===== config.mk =====
export PLATFORM = sky130hd
export DESIGN_NAME = alu_op_sequencer
export DESIGN_NICKNAME = d
export VERILOG_FILES = /design/src/rtl/alu_seq_pkg.sv /design/src/rtl/alu_seq_regfile.sv /design/src/rtl/alu_op_sequencer.sv
export SDC_FILE = /design/constraint.sdc
export NUM_CORES = 1
export LEC_CHECK = 0
export CAP_MARGIN = 20
export CORE_MARGIN = 1
export CORE_UTILIZATION = 47
export DETAILED_ROUTE_END_ITERATION = 16
export GPL_ROUTABILITY_DRIVEN = 1
export PLACE_DENSITY = 0.7
export SETUP_SLACK_MARGIN = 0.15
export SLEW_MARGIN = 20
export SYNTH_ARGS = -nofsm -noshare
export SYNTH_HDL_FRONTEND = slang
export SYNTH_SLANG_ARGS = --single-unit
export TNS_END_PERCENT = 50

===== constraint.sdc =====
create_clock -name clk -period 2.7 [get_ports clk]
set_input_delay 0.27 -clock clk [delete_from_list [all_inputs] [get_ports clk]]
set_output_delay 0.27 -clock clk [all_outputs]
set_load 0.01 [all_outputs]

===== src/rtl/alu_seq_pkg.sv =====
// Shared types for the ALU operation sequencer: command kinds, ALU opcodes and FSM states.
package alu_seq_pkg;

   typedef enum logic [1:0] {
      CMD_ALU   = 2'b00,
      CMD_LOADI = 2'b01,
      CMD_READ  = 2'b10,
      CMD_NOP   = 2'b11
   } cmd_kind_e;

   // Encoding must match the external ALU's opcode input.
   typedef enum logic [1:0] {
      OP_ADD = 2'b00,
      OP_SUB = 2'b01,
      OP_AND = 2'b10,
      OP_OR  = 2'b11
   } alu_op_e;

   typedef enum logic [1:0] {
      S_IDLE = 2'b00,
      S_EXEC = 2'b01,
      S_RESP = 2'b10
   } seq_state_e;

endpackage


===== src/rtl/alu_seq_regfile.sv =====
// Register file: NREGS x ALU_WIDTH, two async read ports, one sync write port, R0 hardwired to zero.
module alu_seq_regfile #(
   parameter int ALU_WIDTH = 16,
   parameter int NREGS     = 8,
   localparam int RW       = $clog2(NREGS)
) (
   input  logic                 clk,
   input  logic                 rst_n,
   input  logic [RW-1:0]        ra1,
   input  logic [RW-1:0]        ra2,
   output logic [ALU_WIDTH-1:0] rd1,
   output logic [ALU_WIDTH-1:0] rd2,
   input  logic                 we,
   input  logic [RW-1:0]        wa,
   input  logic [ALU_WIDTH-1:0] wd
);

   logic [ALU_WIDTH-1:0] mem [NREGS];

   always_ff @(posedge clk or negedge rst_n) begin
      if (!rst_n) begin
         for (int i = 0; i < NREGS; i++) mem[i] <= '0;
      end else if (we && (wa != '0)) begin
         mem[wa] <= wd;
      end
   end

   assign rd1 = (ra1 == '0) ? '0 : mem[ra1];
   assign rd2 = (ra2 == '0) ? '0 : mem[ra2];

endmodule


===== src/rtl/alu_op_sequencer.sv =====
// Drives an external combinational ALU from a small register file; commands in, results out
// over valid/ready streams, one command in flight at a time.
module alu_op_sequencer
   import alu_seq_pkg::*;
#(
   parameter int ALU_WIDTH = 16,
   parameter int NREGS     = 8,
   localparam int RW       = $clog2(NREGS)
) (
   input  logic                 clk,
   input  logic                 rst_n,
   input  logic                 cmd_valid,
   output logic                 cmd_ready,
   input  logic [1:0]           cmd_kind,
   input  logic [1:0]           cmd_op,
   input  logic [RW-1:0]        cmd_rd,
   input  logic [RW-1:0]        cmd_rs1,
   input  logic [RW-1:0]        cmd_rs2,
   input  logic [ALU_WIDTH-1:0] cmd_imm,
   output logic                 rsp_valid,
   input  logic                 rsp_ready,
   output logic [ALU_WIDTH-1:0] rsp_data,
   output logic                 rsp_zero,
   output logic [ALU_WIDTH-1:0] alu_a,
   output logic [ALU_WIDTH-1:0] alu_b,
   output logic [1:0]           alu_opcode,
   input  logic [ALU_WIDTH-1:0] alu_result,
   output logic [15:0]          op_count
);

   seq_state_e           state, state_nxt;
   cmd_kind_e            kind;
   logic                 accept;
   logic [RW-1:0]        rd_q;
   logic [ALU_WIDTH-1:0] rf_rd1, rf_rd2;
   logic                 rf_we;
   logic [RW-1:0]        rf_wa;
   logic [ALU_WIDTH-1:0] rf_wd;

   assign kind      = cmd_kind_e'(cmd_kind);
   assign cmd_ready = (state == S_IDLE);
   assign accept    = cmd_valid & cmd_ready;
   assign rsp_valid = (state == S_RESP);
   assign rsp_zero  = (rsp_data == '0);

   alu_seq_regfile #(
      .ALU_WIDTH (ALU_WIDTH),
      .NREGS     (NREGS)
   ) u_regfile (
      .clk   (clk),
      .rst_n (rst_n),
      .ra1   (cmd_rs1),
      .ra2   (cmd_rs2),
      .rd1   (rf_rd1),
      .rd2   (rf_rd2),
      .we    (rf_we),
      .wa    (rf_wa),
      .wd    (rf_wd)
   );

   always_ff @(posedge clk or negedge rst_n) begin
      if (!rst_n) state <= S_IDLE;
      else        state <= state_nxt;
   end

   // Write port is shared: LOADI writes in the accept cycle, ALU writes back in EXEC.
   always_comb begin
      state_nxt = state;
      rf_we     = 1'b0;
      rf_wa     = rd_q;
      rf_wd     = alu_result;
      case (state)
         S_IDLE: begin
            if (accept) begin
               case (kind)
                  CMD_ALU:   state_nxt = S_EXEC;
                  CMD_LOADI: begin
                     rf_we     = 1'b1;
                     rf_wa     = cmd_rd;
                     rf_wd     = cmd_imm;
                     state_nxt = S_RESP;
                  end
                  CMD_READ:  state_nxt = S_RESP;
                  default:   state_nxt = S_IDLE;
               endcase
            end
         end
         S_EXEC: begin
            rf_we     = 1'b1;
            state_nxt = S_RESP;
         end
         S_RESP: begin
            if (rsp_ready) state_nxt = S_IDLE;
         end
         default: state_nxt = S_IDLE;
      endcase
   end

   always_ff @(posedge clk or negedge rst_n) begin
      if (!rst_n) begin
         alu_a      <= '0;
         alu_b      <= '0;
         alu_opcode <= 2'b00;
         rd_q       <= '0;
         rsp_data   <= '0;
         op_count   <= '0;
      end else begin
         if (accept) begin
            case (kind)
               CMD_ALU: begin
                  alu_a      <= rf_rd1;
                  alu_b      <= rf_rd2;
                  alu_opcode <= cmd_op;
                  rd_q       <= cmd_rd;
               end
               CMD_LOADI: rsp_data <= cmd_imm;
               CMD_READ:  rsp_data <= rf_rd1;
               default: ;
            endcase
         end
         if (state == S_EXEC) begin
            rsp_data <= alu_result;
            op_count <= op_count + 16'd1;
         end
      end
   end

endmodule

==> results of run 1 <==
==> sequential cells by signal (all words and copies together) (netlist names) <==
signal,count
alu_opcode,2
alu_b,16
alu_a,16
rd_q,3
rsp_data,16
u_regfile.mem,112
op_count,16
state,2
==> final timing paths <==
kind | start | to | slack [ps] | cells after the start
min in group clk | cmd_op[1] | alu_opcode[1] | 450 | 2
max in group asynchronous | rst_n | op_count[11] | 1420 | 3
max | rsp_data[9] | rsp_zero | 310 | 3
max reg2reg | state[0] | u_regfile.mem[68] | 380 | 4
min reg2reg | op_count[15] | op_count[15] | 470 | 1
min | rst_n | state[0] | 390 | 2
==> cell usage after synthesis, drive strengths merged (2+ instances only) <==
cell type	instances
nor3	4
nand3	5
nand4	2
and3	4
dfrtp	183
a221oi	30
mux4	32
clkbuf	35
a221o	16
xor2	9
nand2b	2
or3	16
nor4	4
nand3b	4
nand2	45
a21oi	4
nor3b	3
ha	5
o21ai	51
and4bb	2
mux2	163
o31ai	14
nor2	21
xnor2	6
nor2b	18
buf	18
inv	7
mux2i	8
==> worst max-delay path, delay by kind of cell (launching register included) <==
| family | cells | cell delay (ps) |
|---|---|---|
| flops | 1 | 410 |
| buf+inv | 1 | 530 |
| simple gates | 2 | 760 |
==> kinds of logic (layout without fill, tap and decap cells) <==
kind of cell	after synthesis	count (layout)	synth area share (%)
multiplexers	203	203	28.51
flip-flops	183	183	49.06
AND/OR/NAND/NOR	135	135	8.417
AO/OA/AOI/OAI	116	116	8.725
buffers and inverters	60	184	3.217
XOR/XNOR	15	15	1.407
adder cells (fa/ha/maj)	5	5	0.6702
==> power by group through the flow <==
| stage | sequential (mW) | combinational, mW | clock [mW] |
|---|---|---|---|
| 5_1_grt | 4.84 | 3.92 | 2.63 |
| 3_5_place_dp | 4.72 | 3.62 | 0 |
| 4_1_cts | 4.68 | 3.65 | 2.52 |
| 3_3_place_gp | 4.65 | 3.50 | 0 |
| 6_report | 4.72 | 3.63 | 2.49 |
| 2_1_floorplan | 4.60 | 2.09 | 0 |
==> routing by layer <==
layer | wire (um) | track usage [%]
met3 | 1559 | 5.366
met2 | 11980 | 40.98
met4 | 663 | 10.02
met5 | 0 | 0
met1 | 10670 | 33.38
==> stage by stage <==
| step | power [mW] | setup WS (ps) |
|---|---|---|
| global placement | 8.151 | 28.58 |
| detailed placement | 8.337 | -10.44 |
| global route | 11.39 | 236.2 |
| CTS | 10.85 | 250.4 |
| floorplan | 6.683 | 490.4 |
| finish | 10.83 | 306.5 |
==> area by class of cell <==
class / instances / area, um^2
flip-flops and latches: 183 / 4579
clock buffers: 24 / 491.7
well taps: 265 / 331.6
fillers: 1544 / 8005
repair buffers: 146 / 1470
inverters: 7 / 26.28
clock inverters: 7 / 93.84
multi-input cells: 474 / 4464
==> timing repair <==
item,CTS,global route
setup buffers,0,0
hold endpoints to repair,65,0
hold buffers,1,0
==> results.yml, run 1 <==
finish:
  mostFrequentLayoutCells: "dfrtp_1, mux2_2, clkdlybuf4s50_1, o21ai_0, nand2_1"
  layout-drive-gt1-share_pct: 31.87
  area_delta_synth_final_pct: 22.73
  layout_commonest_cell: "dfrtp_1"
  nNetsFinal: 883
  design_area_mm2: 0.01146
  n_antenna_cell: 0
  fin_util_pct: 58.87
  fin_cells: 1106
critical_path:
  required_ps: 2430
  worstPathMaxFanout: 3
  crit_path_max_incr_delay_ps: 530
  crit_slowest_cell: "clkdlybuf4s50_1"
  crit_path_end_kind: "primary output"
  cp-start-kind: "register"
  critical_path_class: "reg2out"
  critPathArrivalTime_ps: 2120
  crit_chain: "nor4_1 > and4_1 > clkdlybuf4s50_1"
placement:
  gp_congestion: 0.8816
  place_hpwl_mm: 16.85
  postPlaceCellArea_mm2: 0.01086
  portBuffers: 117
  dpl.cell_count: 1074
floorplan:
  die_w_um: 142.9
  pin_count: 118
  row_count: 51
  dieArea_mm2: 0.02043
  start_util_pct: 47.97
  die_height_um: 142.9
  coreArea_mm2: 0.01946
timing:
  hold_violations: 0
  final_max_slew_viol_count: 0
  finalCritPeriodShare_pct: 88.65
  period_minus_slack_ps: 2394
  fin_tns_setup_ps: 0
  finClkSkew_ps: 9.960
  whs_ps: 391.8
  finalSetupViolCount: 0
  max_freq_mhz: 417.8
  rsz0062_at_grt: "false"
  tightest_slew_ps: 1127
  slew_headroom_pct: 24.72
global_routing:
  grt_start_max_net_pins: 74
  grt_usage_pct: 25.36
  antenna_found_initial: 0
  grt_pass1_wl_mm: 38.58
  grt_pass1_vias: 6816
  gr-total-overflow: 0
clock_network:
  htree_levels: 4
  cts_made_buffers: 17
  cts_num_sinks: 183
  cts_buffer_depth: 2
  clk_pin_slew_worst_paths_ps: 70
  clkLatencyLatePin_ps: 430
  cts_tree: "built"
  clockRootBuffer: "clkbuf_16"
  post_cts_resized: 0
drt:
  via_per_inst: 6.024
  first_pass_iters: 5
  drt-initial-drc-count: 593
  ant_nets: 0
  drc: 0
  drt-total-wl_mm: 24.87
  routed-via-count: 6663
  routedWlPerCell_um: 22.48
logic_synthesis:
  ys_seq_area_share_pct: 49.06
  netlist.area_leader.share_pct: 49.06
  postSynthAreaPerCell_um2: 13.02
  ys_seq_elements: 183
  synthTopCellsByArea: "dfrtp_1, mux2_2, mux4_2, a221oi_1, o21ai_0"
  synth_edf_count: 0
  syn_area_mm2: 0.009335
  syn-num-nets: 771
  ys_warn_count: 0
  synth_cell_types: 43
  synth_cells: 717
  ys.flop_type: "dfrtp_1"
  ys_async_sr_fraction_pct: 100.0
  synth_area_leader_cell: "dfrtp_1"
min_path:
  min_path_type: "in2async"
job:
  max_cap_violations: 0
power_and_ir_drop:
  power.leakage_nw: 5.012
  vdd_drop_max_uv: 356.7
  p_per_area_mw_per_mm2: 945.0
  clkPwrFrac_pct: 23.0
  p_seq_share_pct: 43.5
  swShare_pct: 31.04
  intPower_mw: 7.466
  switchingPower_mw: 3.361
  comb_power_share_pct: 33.5
run_status:
  status: "finished, final reports clean"
Power figures use the tool's default switching activity.
==> run 2, diff against run 1 <==
- CTS_BUF_LIST: default -> sky130_fd_sc_hd__clkbuf_8
- CTS_CLUSTER_DIAMETER: default -> 200
==> run 2 against run 1 <==
Cell count is the same. Setup slack better by 45 ps. Combinational power about the same. Hold slack worse by 39 ps. Largest power group unchanged. Via count is 0.32% lower. Clock-buffer cell count shrank 3. First-iteration DRC count is 8.6% lower. Core utilization shrank 0.95 points. Sequential share of layout area increased by 0.66 points.
==> results.yml, run 2 (synthesized netlist as in run 1, its figures left out) <==
finish:
  mostFrequentLayoutCells: "dfrtp_1, mux2_2, clkdlybuf4s50_1, o21ai_0, nand2_1"
  nNetsFinal: 883
  area_delta_synth_final_pct: 20.75
  layout-drive-gt1-share_pct: 31.99
  fin_cells: 1106
  largest_register: "u_regfile.mem"
  n_antenna_cell: 0
  fill_cells: 1572
  layout_commonest_cell: "dfrtp_1"
  largest_reg_flops: 112
power_and_ir_drop:
  swShare_pct: 32.16
  p_seq_share_pct: 46.2
  clkPwrFrac_pct: 18.2
  comb_power_share_pct: 35.6
  vdd_drop_max_uv: 346.7
  intPower_mw: 6.907
  finalPower_mw: 10.18
  p_per_area_mw_per_mm2: 903.1
  power.leakage_nw: 4.938
  switchingPower_mw: 3.273
clock_network:
  cts_buffer_depth: 2
  cts_made_buffers: 17
  clockRootBuffer: "clkbuf_8"
  clkLatencyLatePin_ps: 470
  htree_levels: 4
  cts_tree: "built"
  cts_setup_buffers: 0
  cts_num_sinks: 183
  clk_pin_slew_worst_paths_ps: 90
critical_path:
  reg2reg_depth: 4
  r2r_slack_ps: 380
  timing.rr.start: "state[0]"
  critical_path_class: "reg2out"
  worstPathMaxFanout: 3
  critPathArrivalTime_ps: 2080
  crit_path_end_kind: "primary output"
  cp-start-kind: "register"
  rr_endpoint: "u_regfile.mem[75]"
  required_ps: 2430
timing:
  period_minus_slack_ps: 2349
  fin_tns_setup_ps: 0
  finalSetupViolCount: 0
  finalCritPeriodShare_pct: 86.99
  max_freq_mhz: 425.8
  tightest_slew_ps: 1103
  rsz0062_at_grt: "false"
  finClkSkew_ps: 13.61
  slew_headroom_pct: 26.30
  hold_violations: 0
  final_max_slew_viol_count: 0
  whs_ps: 352.4
floorplan:
  row_count: 51
  start_util_pct: 47.97
  die_height_um: 142.9
  coreArea_mm2: 0.01946
  dieArea_mm2: 0.02043
  die_w_um: 142.9
  pin_count: 118
drt:
  via_per_inst: 6.005
  first_pass_iters: 5
  drt-total-wl_mm: 24.57
  drc: 0
  ant_nets: 0
  drt-initial-drc-count: 542
  routedWlPerCell_um: 22.22
  routed-via-count: 6642
placement:
  portBuffers: 117
  place_hpwl_mm: 16.85
  dpl.cell_count: 1074
  gp_congestion: 0.8816
min_path:
  min_path_type: "in2async"
job:
  max_cap_violations: 0
global_routing:
  gr-total-overflow: 0
  grt_usage_pct: 25.15
  grt_pass1_wl_mm: 38.10
  antenna_found_initial: 0
  grt_pass1_vias: 6815
  grt_start_max_net_pins: 74
run_status:
  status: "finished, final reports clean"
-- run 2: per-stage QoR --
step | utilization (%) | setup slack (ps) | cell area [um^2]
after floorplan | - | 490.4 | 9335
after global placement | 55.81 | 28.58 | 10860
after detailed placement | 55.81 | -10.44 | 10860
after CTS | 57.88 | 194.9 | 11270
after global routing | 57.92 | 298.7 | 11270
final | 57.92 | 351.3 | 11270
-- run 2: critical path: stages, from the launching register on --
cell and delay (ps):
dfrtp_1 430, nor4_2 420, and4_1 240, clkdlybuf4s50_1 530
-- run 2: worst max-delay path by stage --
stage,from,endpoint,slack (ps)
after floorplan,state[1],u_regfile.mem[53],490
after global placement,cmd_rs1[1],rsp_data[0],30
after detailed placement,cmd_kind[1],u_regfile.mem[75],-10
after CTS,rsp_data[9],rsp_zero,190
after global routing,state[0],u_regfile.mem[75],300
final,rsp_data[9],rsp_zero,350
-- run 2: layer usage --
layer  share of wire, %  wire [um]  track usage, %  up-vias
met5                  0          0               0        -
met3                6.9       1706           5.433       55
met2                 48      11760           40.72      292
li1                   -          -               -     2906
met1                 42      10380           32.73     3389
met4                2.9        724           10.53        0
-- run 2: area by class of cell --
type	instances	area, um^2	share of cell area (%)
Multi-Input combinational cell	474	4471	39.66
Timing Repair Buffer	146	1470	13.04
Inverter	7	26.28	0.2331
Tap cell	265	331.6	2.941
Clock buffer	21	289.0	2.564
Sequential cell	183	4579	40.63
Clock inverter	10	105.1	0.9324
-- run 2: power by group through the flow --
stage	Sequential, mW	Clock [mW]	Combinational, mW
finish	4.70	1.85	3.62
CTS	4.67	1.89	3.64
global route	4.83	1.99	3.92
detailed placement	4.72	0	3.62
global placement	4.65	0	3.50
floorplan	4.60	0	2.09
-- run 2: timing repair --
action                                 in CTS  in global routing
setup endpoints to repair                   0                  1
gates resized for setup                     0                  1
endpoints found under the hold margin      65                  0
hold buffers                                1                  0
